[config.mk]
export PLATFORM = sky130hd
export DESIGN_NAME = memory_interface
export DESIGN_NICKNAME = d
export VERILOG_FILES = /design/src/rtl/memory_interface.sv
export SDC_FILE = /design/constraint.sdc
export NUM_CORES = 1
export LEC_CHECK = 0
export CORE_MARGIN = 10
export CORE_UTILIZATION = 44
export CTS_BUF_LIST = sky130_fd_sc_hd__clkbuf_4 sky130_fd_sc_hd__clkbuf_8 sky130_fd_sc_hd__clkbuf_16
export DETAILED_ROUTE_END_ITERATION = 10
export PLACE_DENSITY = 0.8
export SETUP_SLACK_MARGIN = 0.1
export SYNTH_ARGS = -nofsm -noshare
export SYNTH_HDL_FRONTEND = slang
export SYNTH_SLANG_ARGS = --single-unit
[constraint.sdc]
create_clock -name i_clk -period 2.4 [get_ports i_clk]
set_clock_uncertainty 0.15 [all_clocks]
set_input_delay 0.48 -clock i_clk [delete_from_list [all_inputs] [get_ports i_clk]]
set_output_delay 0.48 -clock i_clk [all_outputs]
set_load 0.02 [all_outputs]
[src/rtl/memory_interface.sv]
// Core-to-bus memory bridge: accept -> bus_request next cycle, memory_valid >= 2 cycles after accept.
// Backpressure: memory_ready low while a transfer is in flight; request held until bus_grant.
module memory_interface (
  input  logic        i_clk,
  input  logic        i_reset,
  input  logic        i_memory_enable,
  input  logic        i_memory_command,
  input  logic        i_access_word,
  input  logic [31:0] i_address,
  input  logic [31:0] i_write_data,
  input  logic [2:0]  i_load_type,
  input  logic [1:0]  i_store_type,
  output logic        o_memory_ready,
  output logic        o_memory_valid,
  output logic [31:0] o_read_data,
  output logic        o_misaligned_exception,
  output logic        o_bus_request,
  output logic        o_bus_write,
  output logic [31:0] o_bus_address,
  output logic [31:0] o_bus_write_data,
  output logic [3:0]  o_bus_byte_enable,
  input  logic        i_bus_grant,
  input  logic        i_bus_response_valid,
  input  logic [31:0] i_bus_read_data
);

  typedef enum logic [1:0] {S_IDLE, S_REQUEST, S_WAIT, S_DONE} state_t;

  state_t      r_state, w_next_state;
  logic        w_accept, w_capture;
  logic        w_is_byte, w_is_half;
  logic [3:0]  w_byte_enable;
  logic [31:0] w_write_data;
  logic [7:0]  w_byte;
  logic [15:0] w_half;
  logic [31:0] w_load_data;

  logic        r_bus_write;
  logic [31:0] r_bus_address;
  logic [31:0] r_bus_write_data;
  logic [3:0]  r_bus_byte_enable;
  logic [1:0]  r_addr_lo;
  logic [2:0]  r_load_type;
  logic [31:0] r_read_data;

  // Unrecognised load/store encodings fall through to word width.
  always_comb begin
    w_is_byte = 1'b0;
    w_is_half = 1'b0;
    if (i_memory_command) begin
      w_is_byte = (i_store_type == 2'b00);
      w_is_half = (i_store_type == 2'b01);
    end else if (!i_access_word) begin
      w_is_byte = (i_load_type[1:0] == 2'b00);
      w_is_half = (i_load_type[1:0] == 2'b01);
    end
  end

  assign o_misaligned_exception = w_is_half ? i_address[0] : (!w_is_byte && (|i_address[1:0]));

  always_comb begin
    w_byte_enable = 4'b1111;
    w_write_data  = i_write_data;
    if (i_memory_command && w_is_byte) begin
      w_byte_enable = 4'b0001 << i_address[1:0];
      w_write_data  = {4{i_write_data[7:0]}};
    end else if (i_memory_command && w_is_half) begin
      w_byte_enable = 4'b0011 << i_address[1:0];
      w_write_data  = {2{i_write_data[15:0]}};
    end
  end

  always_comb begin
    case (r_addr_lo)
      2'd0:    w_byte = i_bus_read_data[7:0];
      2'd1:    w_byte = i_bus_read_data[15:8];
      2'd2:    w_byte = i_bus_read_data[23:16];
      default: w_byte = i_bus_read_data[31:24];
    endcase
    w_half = r_addr_lo[1] ? i_bus_read_data[31:16] : i_bus_read_data[15:0];
    case (r_load_type)
      3'b000:  w_load_data = {{24{w_byte[7]}}, w_byte};
      3'b100:  w_load_data = {24'd0, w_byte};
      3'b001:  w_load_data = {{16{w_half[15]}}, w_half};
      3'b101:  w_load_data = {16'd0, w_half};
      default: w_load_data = i_bus_read_data;
    endcase
  end

  always_comb begin
    w_next_state = r_state;
    w_accept     = 1'b0;
    w_capture    = 1'b0;
    case (r_state)
      S_IDLE: begin
        if (i_memory_enable && !o_misaligned_exception) begin
          w_accept     = 1'b1;
          w_next_state = S_REQUEST;
        end
      end
      S_REQUEST: begin
        if (i_bus_grant && i_bus_response_valid) begin
          w_capture    = 1'b1;
          w_next_state = S_DONE;
        end else if (i_bus_grant) begin
          w_next_state = S_WAIT;
        end
      end
      S_WAIT: begin
        if (i_bus_response_valid) begin
          w_capture    = 1'b1;
          w_next_state = S_DONE;
        end
      end
      default: w_next_state = S_IDLE;
    endcase
  end

  always_ff @(posedge i_clk) begin
    if (i_reset) begin
      r_state           <= S_IDLE;
      r_bus_write       <= 1'b0;
      r_bus_address     <= 32'd0;
      r_bus_write_data  <= 32'd0;
      r_bus_byte_enable <= 4'd0;
      r_addr_lo         <= 2'd0;
      r_load_type       <= 3'd0;
      r_read_data       <= 32'd0;
    end else begin
      r_state <= w_next_state;
      if (w_accept) begin
        r_bus_write       <= i_memory_command;
        r_bus_address     <= {i_address[31:2], 2'b00};
        r_bus_write_data  <= w_write_data;
        r_bus_byte_enable <= w_byte_enable;
        r_addr_lo         <= i_address[1:0];
        r_load_type       <= i_access_word ? 3'b010 : i_load_type;
      end
      // Write acks carry no data, so read_data keeps the last load result.
      if (w_capture && !r_bus_write)
        r_read_data <= w_load_data;
    end
  end

  assign o_memory_ready    = (r_state == S_IDLE);
  assign o_memory_valid    = (r_state == S_DONE);
  assign o_read_data       = r_read_data;
  assign o_bus_request     = (r_state == S_REQUEST);
  assign o_bus_write       = r_bus_write;
  assign o_bus_address     = r_bus_address;
  assign o_bus_write_data  = r_bus_write_data;
  assign o_bus_byte_enable = r_bus_byte_enable;

endmodule

==> results.py, run 1 <==
metrics = {
    "yosys": {
        "synth_top_area_share_pct": 38.89,
        "synth_cell_type_count": 52,
        "share_of_flip_flops_with_an_asynchronous_set_or_reset_after_synthesis_pct": 0,
        "synth_top_cell_by_area": "dfxtp_1",
        "yosysSeqAreaShare_pct": 38.89,
        "seq_cells_post_synth": 106,
        "ys_warn_count": 0,
        "synthTopCellsByArea": "dfxtp_1 39%, mux2i_1 7.2%, o31ai_1 5.6%",
        "count_of_flip_flops_with_a_built_in_enable_after_synthesis": 0,
        "ys.flop_type": "dfxtp_1",
        "post_synth.cell_area_avg_um2": 9.019,
        "postSynthCellCount": 605,
        "syn-cell-area_um2": 5456,
    },
    "finish": {
        "mostFrequentLayoutCell": "clkdlybuf4s50_1",
        "final_layout_size_suffix_gt1_share_pct": 12.16,
        "num-fill-cells": 1005,
        "final_net_count": 918,
        "final_cell_count_no_fill": 977,
        "most_used_cells_in_the_layout_excluding_fill_and_tap_cells": "198 x clkdlybuf4s50_1, 106 x dfxtp_1, 51 x a21oi_1",
        "area_growth_syn_to_fin_pct": 48.66,
    },
    "cts": {
        "cts_made_buffers": 9,
        "clk_path_buf_depth": 2,
        "cts_htree_levels": 3,
        "clkTransAtPathRegs_ns": 0.07,
        "clock-root-buffer": "clkbuf_16",
        "insertion_delay_ns": 0.34,
        "cts_num_sinks": 106,
        "tritoncts": "built",
    },
    "detailed_routing": {
        "vias": 5688,
        "drt-vias-per-instance": 5.822,
        "routedWlPerCell_um": 20.24,
        "drt.antenna.violating_nets": 0,
        "drt-initial-drc-count": 467,
        "routed_wirelength_um": 19780,
        "pre_repair_dr_iteration_count": 5,
        "drc": 0,
    },
    "critical_path": {
        "cpMostUsedCell": "buf_4",
        "worstPathCellList": "dlygate4sd2_1 -> buf_4 -> nor4b_4 -> buf_4 -> o21ai_4 -> nand2_2 -> buf_6",
        "cp-start-kind": "input pin",
        "crit_path_class": "in2out",
        "cp-end-kind": "output pin",
        "timing.critical_path.required_ns": 1.77,
        "max_stage_delay_ns": 0.28,
        "cp.arrival_ns": 1.58,
        "critPathSlowestCell": "dlygate4sd2_1",
        "crit_path_max_fo": 4,
    },
    "sta": {
        "unrepaired_setup_endpoints_after_global_routing": "false",
        "timing.final.max_slew_violations": 0,
        "finalSetupViolations": 0,
        "timing.final.hold_violations": 0,
        "fin_worst_hold_slack_ns": 0.3091,
        "min_period_ns": 2.206,
        "worst_tran_pin_value_ns": 0.7018,
        "final_min_period_over_clock_period_pct": 91.90,
        "relSlewSlack_pct": 53.21,
        "achievable-frequency_mhz": 453.4,
    },
    "floorplan": {
        "floorplan.core_area_um2": 12060,
        "io_pins": 213,
        "floorplan.initialDensity_pct": 45.24,
        "die-width_um": 131.4,
        "standard_cell_row_count": 40,
        "fp.dieArea_um2": 17260,
        "die_h_um": 131.4,
    },
    "pwr": {
        "worst_voltage_drop_across_the_vdd_grid_mv": 0.3774,
        "cellPowerDensity_nw_per_um2": 748.0,
        "power_leakage_nw": 2.910,
    },
    "grt": {
        "globalRouteTotalUtil_pct": 21.80,
        "grt_start_max_net_pins": 67,
        "global_route_wire_length_before_repair_um": 31490,
        "grt_remaining_overflow": 0,
        "grt_pass1_vias": 5750,
        "grt.busiest_layer": "met2",
        "grtUsageMet1_pct": 25.51,
        "grt.met2_usage_pct": 37.28,
        "global_route.usage.met3_pct": 5.716,
        "antenna_found_initial": 4,
    },
    "run_status": {
        "outcome": "finished clean",
    },
    "job": {
        "max_cap_viol_count": 0,
    },
    "min_path": {
        "hold_crit_path_type": "reg2reg",
    },
    "placed_design": {
        "port-buffer-count": 210,
        "dp_cells": 958,
        "hpwlAfterDp_um": 14860,
        "place_congestion": 0.8776,
    },
}
-- cell families after synthesis --
family,share of synthesized area (%)
compound gates,27.65
mux,7.980
buf+inv,8.003
other cells,0.06873
simple gates,15.57
fa+ha+maj,1.835
flops,38.89
-- cells in the mapped netlist (2+ instances only) --
master	n
buf_6	4
nor3_2	2
nand2_1	35
a21oi_1	51
a221o_1	7
buf_4	6
nand2b_1	21
a31oi_1	21
o2bb2ai_1	2
ha_1	8
a211o_1	8
o22ai_1	7
o221ai_1	3
buf_1	7
a311oi_1	10
or3b_2	2
inv_1	18
a211oi_2	11
o31ai_1	41
nor3_4	2
o211ai_1	12
a211oi_1	24
nor2b_1	3
buf_2	21
or3_1	2
a221oi_1	2
nor2_1	36
nand4_1	41
dfxtp_1	106
clkbuf_1	32
mux2i_1	39
-- sequential cells by signal (all words and copies together), names as in the netlist --
signal / count
o_read_data: 32
o_bus_write_data: 32
r_state: 2
r_load_type: 3
o_bus_address: 30
o_bus_write: 1
o_bus_byte_enable: 4
r_addr_lo: 2
-- metal layers --
metal | part of all wire, % | vias up
li1 | - | 2678
met1 | 40 | 2753
met2 | 51 | 218
met3 | 7.2 | 37
met4 | 2.3 | 2
met5 | 0.066 | -
-- area by class of cell --
class,instances,area (um2),area share (%)
inverters,18,67.56,0.8329
well taps,168,210.2,2.591
flip-flops and latches,106,2122,26.16
clock buffers,12,266.5,3.286
diodes,3,7.507,0.09255
repair buffers,257,2495,30.76
clock inverters,3,23.77,0.2931
multi-input cells,410,2919,35.99
-- power breakdown --
group,internal [mW],switching (mW)
Combinational,1.10,1.37
Clock,0.786,0.655
Sequential,2.00,0.156
-- path summary, 6_finish.rpt --
kind	endpoint	startpoint	slack, ns	cells past startpoint
setup reg to reg	o_read_data[7]	r_state[1]	0.28	6
setup / recovery	o_misaligned_exception	i_memory_command	0.19	7
hold / removal	o_read_data[14]	o_read_data[14]	0.31	2
hold reg to reg	o_read_data[14]	o_read_data[14]	0.31	2
-- timing repair --
item | CTS | global route
hold buffers | 0 | 0
pin swaps | 2 | 1
setup buffers | 1 | 0
endpoints found under the setup margin | 3 | 2
resized for setup | 14 | 4
hold endpoints to repair | 0 | 0
-- per-stage QoR --
stage / util, % / power [mW] / setup TNS [ns] / instance area, um2 / setup slack [ns]
detailed placement: 64.69 / 4.664 / -13.42 / 7802 / -0.2403
finish: 67.25 / 6.067 / 0 / 8112 / 0.1943
floorplan: - / 3.583 / 0 / 5460 / 0.1544
CTS: 67.18 / 6.086 / 0 / 8103 / 0.1346
global route: 67.23 / 6.387 / 0 / 8109 / 0.1272
global placement: 64.69 / 4.585 / -10.52 / 7802 / -0.2075
-- critical path: cells and delay by family --
family	cells	cell delay (ns)
compound gates	1	0.06
simple gates	2	0.30
buf+inv	4	0.73
No activity file was read; power rests on OpenSTA's default activity.
==> run 2, diff against run 1 <==
RECOVER_POWER = 50   (was unset)
clock period = 2.2 ns   (was 2.4 ns; I/O delays follow)
==> run 2 against run 1 <==
- via count is 0.67% higher
- worst setup slack worse by 0.082 ns
- wire length is 4.0% higher
- power is 16% higher
- non-clock buffer count is 9 higher
- final area is 2.2% higher
==> results.py, run 2 (synthesis results as in run 1) <==
metrics = {
    "run_status": {
        "outcome": "finished clean",
    },
    "job": {
        "max_cap_viol_count": 0,
    },
    "placed_design": {
        "place_congestion": 0.9070,
        "place_worst_setup_slack_ns": -0.4664,
        "port-buffer-count": 210,
        "hpwlAfterDp_um": 15020,
        "post_dp_area_um2": 7885,
    },
    "finish": {
        "num-fill-cells": 965,
        "most_used_cells_in_the_layout_excluding_fill_and_tap_cells": "130 x clkdlybuf4s50_1, 105 x dfxtp_1, 67 x dlygate4sd3_1",
        "area_growth_syn_to_fin_pct": 51.94,
        "final_layout_size_suffix_gt1_share_pct": 13.60,
        "mostFrequentLayoutCell": "clkdlybuf4s50_1",
        "final_net_count": 927,
        "layout.cell_area.non_filler_um2": 8290,
    },
    "pwr": {
        "power_leakage_nw": 3.209,
        "worst_voltage_drop_across_the_vdd_grid_mv": 0.4486,
        "cellPowerDensity_nw_per_um2": 852.4,
        "overall_power_after_layout_mw": 7.067,
    },
    "detailed_routing": {
        "routedWlPerCell_um": 20.89,
        "drt.antenna.violating_nets": 0,
        "drc": 0,
        "drt-initial-drc-count": 583,
        "drt-vias-per-instance": 5.813,
        "routed_wirelength_um": 20580,
        "vias": 5726,
        "pre_repair_dr_iteration_count": 7,
    },
    "grt": {
        "grt_start_max_net_pins": 45,
        "antenna_found_initial": 1,
        "grt_pass1_vias": 5819,
        "global_route_wire_length_before_repair_um": 32170,
        "grt_remaining_overflow": 0,
        "globalRouteTotalUtil_pct": 22.54,
    },
    "floorplan": {
        "standard_cell_row_count": 40,
        "die_h_um": 131.4,
        "floorplan.core_area_um2": 12060,
        "io_pins": 213,
        "fp.dieArea_um2": 17260,
        "die-width_um": 131.4,
        "floorplan.initialDensity_pct": 45.24,
    },
    "critical_path": {
        "max_stage_delay_ns": 0.41,
        "crit_path_class": "in2out",
        "cp-start-kind": "input pin",
        "cp.arrival_ns": 1.50,
        "worstPathCellList": "dlygate4sd2_1 -> and2b_4 -> or3_1 -> nand2_4 -> buf_6",
        "crit_buf_inv": 2,
        "cp-end-kind": "output pin",
        "critPathSlowestCell": "or3_1",
        "timing.critical_path.required_ns": 1.61,
        "timing.critical_path.max_delay_family": "simple AND/OR/NAND/NOR gates",
        "crit_path_max_fo": 2,
    },
    "sta": {
        "relSlewSlack_pct": 46.48,
        "min_period_ns": 2.088,
        "fin_ws_ns": 0.1122,
        "worst_tran_pin_value_ns": 0.8012,
        "final_min_period_over_clock_period_pct": 94.90,
        "unrepaired_setup_endpoints_after_global_routing": "false",
        "achievable-frequency_mhz": 479.0,
        "timing.final.hold_violations": 0,
        "finalSetupViolations": 0,
        "timing.final.max_slew_violations": 0,
    },
    "cts": {
        "tritoncts": "built",
        "clock-root-buffer": "clkbuf_16",
        "cts_num_sinks": 106,
        "insertion_delay_ns": 0.36,
        "cts_htree_levels": 3,
        "cts_made_buffers": 9,
        "cts_hold_buf": 0,
        "clk_path_buf_depth": 2,
        "clkTransAtPathRegs_ns": 0.07,
    },
    "min_path": {
        "hold_crit_path_type": "reg2reg",
    },
}
[run 2: area by class of cell]
type / instances / area, um2 / area share (%)
multi-input cells: 410 / 2918 / 35.19
clock inverters: 6 / 136.4 / 1.645
flip-flops and latches: 106 / 2123 / 25.61
repair buffers: 266 / 2594 / 31.29
clock buffers: 10 / 239.0 / 2.883
diodes: 1 / 2.502 / 0.03018
inverters: 18 / 67.56 / 0.8150
well taps: 168 / 210.2 / 2.535
[run 2: path summary, 6_finish.rpt]
check | start | slack, ns | to | cells past startpoint
max | i_store_type[1] | 0.11 | o_misaligned_exception | 5
max reg2reg | r_state[0] | 0.16 | o_read_data[15] | 7
min reg2reg | o_read_data[4] | 0.30 | o_read_data[4] | 2
min | o_read_data[4] | 0.30 | o_read_data[4] | 2
[run 2: what timing repair did]
| item | 4_1_cts | 5_1_grt |
|---|---|---|
| setup buffers | 1 | 3 |
| endpoints found under the hold margin | 0 | 0 |
| gates resized for setup | 18 | 16 |
| gates cloned | 0 | 1 |
| pin swaps | 2 | 6 |
| setup endpoints to repair | 74 | 35 |
[run 2: where the power goes]
group | total, mW | switching (mW) | leakage, nW | internal [mW]
clock | 2.02 | 0.760 | 0.179 | 1.26
sequential | 2.33 | 0.154 | 0.863 | 2.18
combinational | 2.71 | 1.54 | 2.17 | 1.17
[run 2: worst reg2reg max path, delay by kind of cell (launching register included)]
family                     cells  cell delay [ns]
AOI/OAI and AO/OA              2             0.40
and+or+nand+nor                2             0.38
DFF                            1             0.36
adders and majority gates      1             0.33
buffers and inverters          2             0.29
[run 2: per-stage QoR]
step	cells	TNS, ns	hold slack, ns	utilization (%)
2_1_floorplan	606	0	0.3069	-
3_3_place_gp	963	-21.71	0.2944	65.37
3_5_place_dp	963	-29.07	0.2963	65.37
4_1_cts	980	0	0.3058	68.62
5_1_grt	985	0	0.3357	68.73
6_report	985	0	0.3026	68.73
[run 2: metal layers]
layer | up-vias | wire [um] | track usage [%]
met3 | 41 | 1532 | 5.488
met4 | 0 | 680 | 10.20
met1 | 2746 | 8276 | 26.15
met5 | - | 0 | 0
met2 | 248 | 10090 | 38.37
li1 | 2691 | - | -
==> variant (config.mk and constraints of run 2) <==
Re-encode `state_t` (4 states) as one-hot, 4 bits wide.
--- a/src/rtl/memory_interface.sv
+++ b/src/rtl/memory_interface.sv
@@ -25,5 +25,5 @@
 );
 
-  typedef enum logic [1:0] {S_IDLE, S_REQUEST, S_WAIT, S_DONE} state_t;
+  typedef enum logic [3:0] {S_IDLE = 4'b0001, S_REQUEST = 4'b0010, S_WAIT = 4'b0100, S_DONE = 4'b1000} state_t;
 
   state_t      r_state, w_next_state;
Check against the original RTL: no difference found for any inputs over 10 cycles, from zero or initial values and one cycle with i_reset high; not proved beyond that.
==> variant against run 2 <==
  * Cell area is 4.5% higher
  * Area after synthesis is 5.9% higher
  * Sequential cell count is 2 higher
  * Worst setup slack worse by 0.014 ns
  * Routed wire length down 3.5%
  * Synthesized cell count grew 5.0%
  * Fmax down 0.67%
  * Die area increased by 5.0%
  * Count of clock-buffer cells in the layout up 1
Power is not compared: it rests on default switching activity, and its combinational part moved more than twofold at a synthesized area within 25%.
==> variant: results (changes against run 2) <==
| Metric | Value |
|---|---|
| Result of the run | finished, final reports clean |
| Placement-stage worst setup slack | -0.7742 ns (-0.3078 ns) |
| Post-detailed-placement cell area | 0.008169 mm2 (+3.6%) |
| Routability cong. | 0.9845 (+8.5%) |
| Critical path's top delay family | buffers and inverters |
| Global-route wire length before repair | 31.17 mm (-3.1%) |
| Number of detailed-route iterations in the first pass | 5 (-2) |
| Pin count of the biggest net entering global routing | 183 (+310%) |
| Post-Synth Adder-Cell Area | 0.008662 (-0.009683) |
| Number of different library cells in the post-synthesis netlist | 52 (unchanged) |
| Vias per cell | 5.313 (-8.6%) |
| Synth top cells by count | dfxtp_1 (108), nand2b_1 (98), mux2i_1 (85) |
| Placed cell count | 1000 (+3.8%) |
| CP max FO | 10 (+8) |
| Vias in the first global route | 5738 (-1.4%) |
| Maximum single-stage delay on the critical path | 0.45 ns (+0.04 ns) |
| Slew at the pin closest to its max-slew limit | 0.6223 ns (-0.1789 ns) |
| Area fraction in compound gates after synthesis | 0.1360 (-0.1406) |
| # diodes | 0 (-1) |
| Fraction of the yosys area taken by sequential cells | 0.3742 (-0.01471) |
| Synth Area per Inst | 9.099 um2 (+0.89%) |
| DR iter-0 viols | 382 (-34%) |
| Data arrival, critical path | 2.19 ns (+0.69 ns) |
| Main area contributors after synthesis | dfxtp_1 (37%), mux2i_1 (15%), nand2b_1 (11%) |
| XOR/XNOR Fraction of Synth Area | 0.001516 (+0.001516) |
| Share of post-route cells with drive strength above 1 | 0.1224 (-0.01368) |
| Post-detailed-placement half-perimeter wirelength | 14.68 mm (-2.3%) |
| Aggregate routed wire length | 19.85 mm (-3.5%) |
| All-Layer GR Usage | 0.2139 (-0.01149) |
-- variant: cell count changes after synthesis, sizes merged, moves of 15 or more --
cell / before / now
nand2b: 21 / 98
mux2i: 39 / 85
o31ai: 42 / 0
nand4: 41 / 0
o21ai: 2 / 24
nor2b: 3 / 24
a31oi: 21 / 1
mux2: 2 / 21
a21oi: 51 / 36
-- variant: power breakdown --
part	total, mW	leakage [nW]	switching [mW]	internal, mW
registers	2.11	0.878	0.0570	2.05
clock network	1.71	0.148	0.765	0.948
logic	1.21	2.50	0.579	0.635
total	5.04	3.53	1.40	3.64
-- variant: per-layer routing --
layer	share of wire	GRT usage
met5	0.00055	0
met4	0.020	0.06953
met3	0.095	0.08049
met2	0.47	0.3611
met1	0.41	0.2438
-- variant: path summary, 6_finish.rpt --
check                                      start                    to  slack, ns  cells after the start
worst max-delay path            i_memory_command  o_bus_write_data[15]        0.1                      7
worst min-delay path              o_read_data[1]        o_read_data[1]       0.30                      2
worst max register to register        r_state[3]        o_read_data[9]       0.20                      4
worst min register to register    o_read_data[1]        o_read_data[1]       0.30                      2
-- variant: area by class of cell --
type / instances / area [um2] / area share
Multi-Input combinational cell: 462 / 3371 / 0.3890
Timing Repair Buffer: 257 / 2576 / 0.2973
Sequential cell: 108 / 2165 / 0.2498
Clock buffer: 11 / 252.7 / 0.02917
Tap cell: 172 / 215.2 / 0.02484
Clock inverter: 5 / 58.81 / 0.006787
Inverter: 7 / 26.28 / 0.003032
-- variant: worst min-delay path, stage by stage (launching register included) --
cell	delay, ns
dfxtp_1	0.31
nand2_1	0.05
a21oi_1	0.05
-- variant: cells by family (layout without fill, tap and decap cells) --
logic type	Yosys count	in the layout
buf+inv	66	280
flops	108	108
simple gates	229	229
compound gates	118	118
xor+xnor	1	1
mux	108	108
other cells	1	2
fa+ha+maj	4	4
-- variant: repair_timing --
action                                  CTS  global route
setup buffers                             2             0
cloned                                    4             0
pin swaps                                 4             0
endpoints found under the setup margin   74            22
resized for setup                        35            15
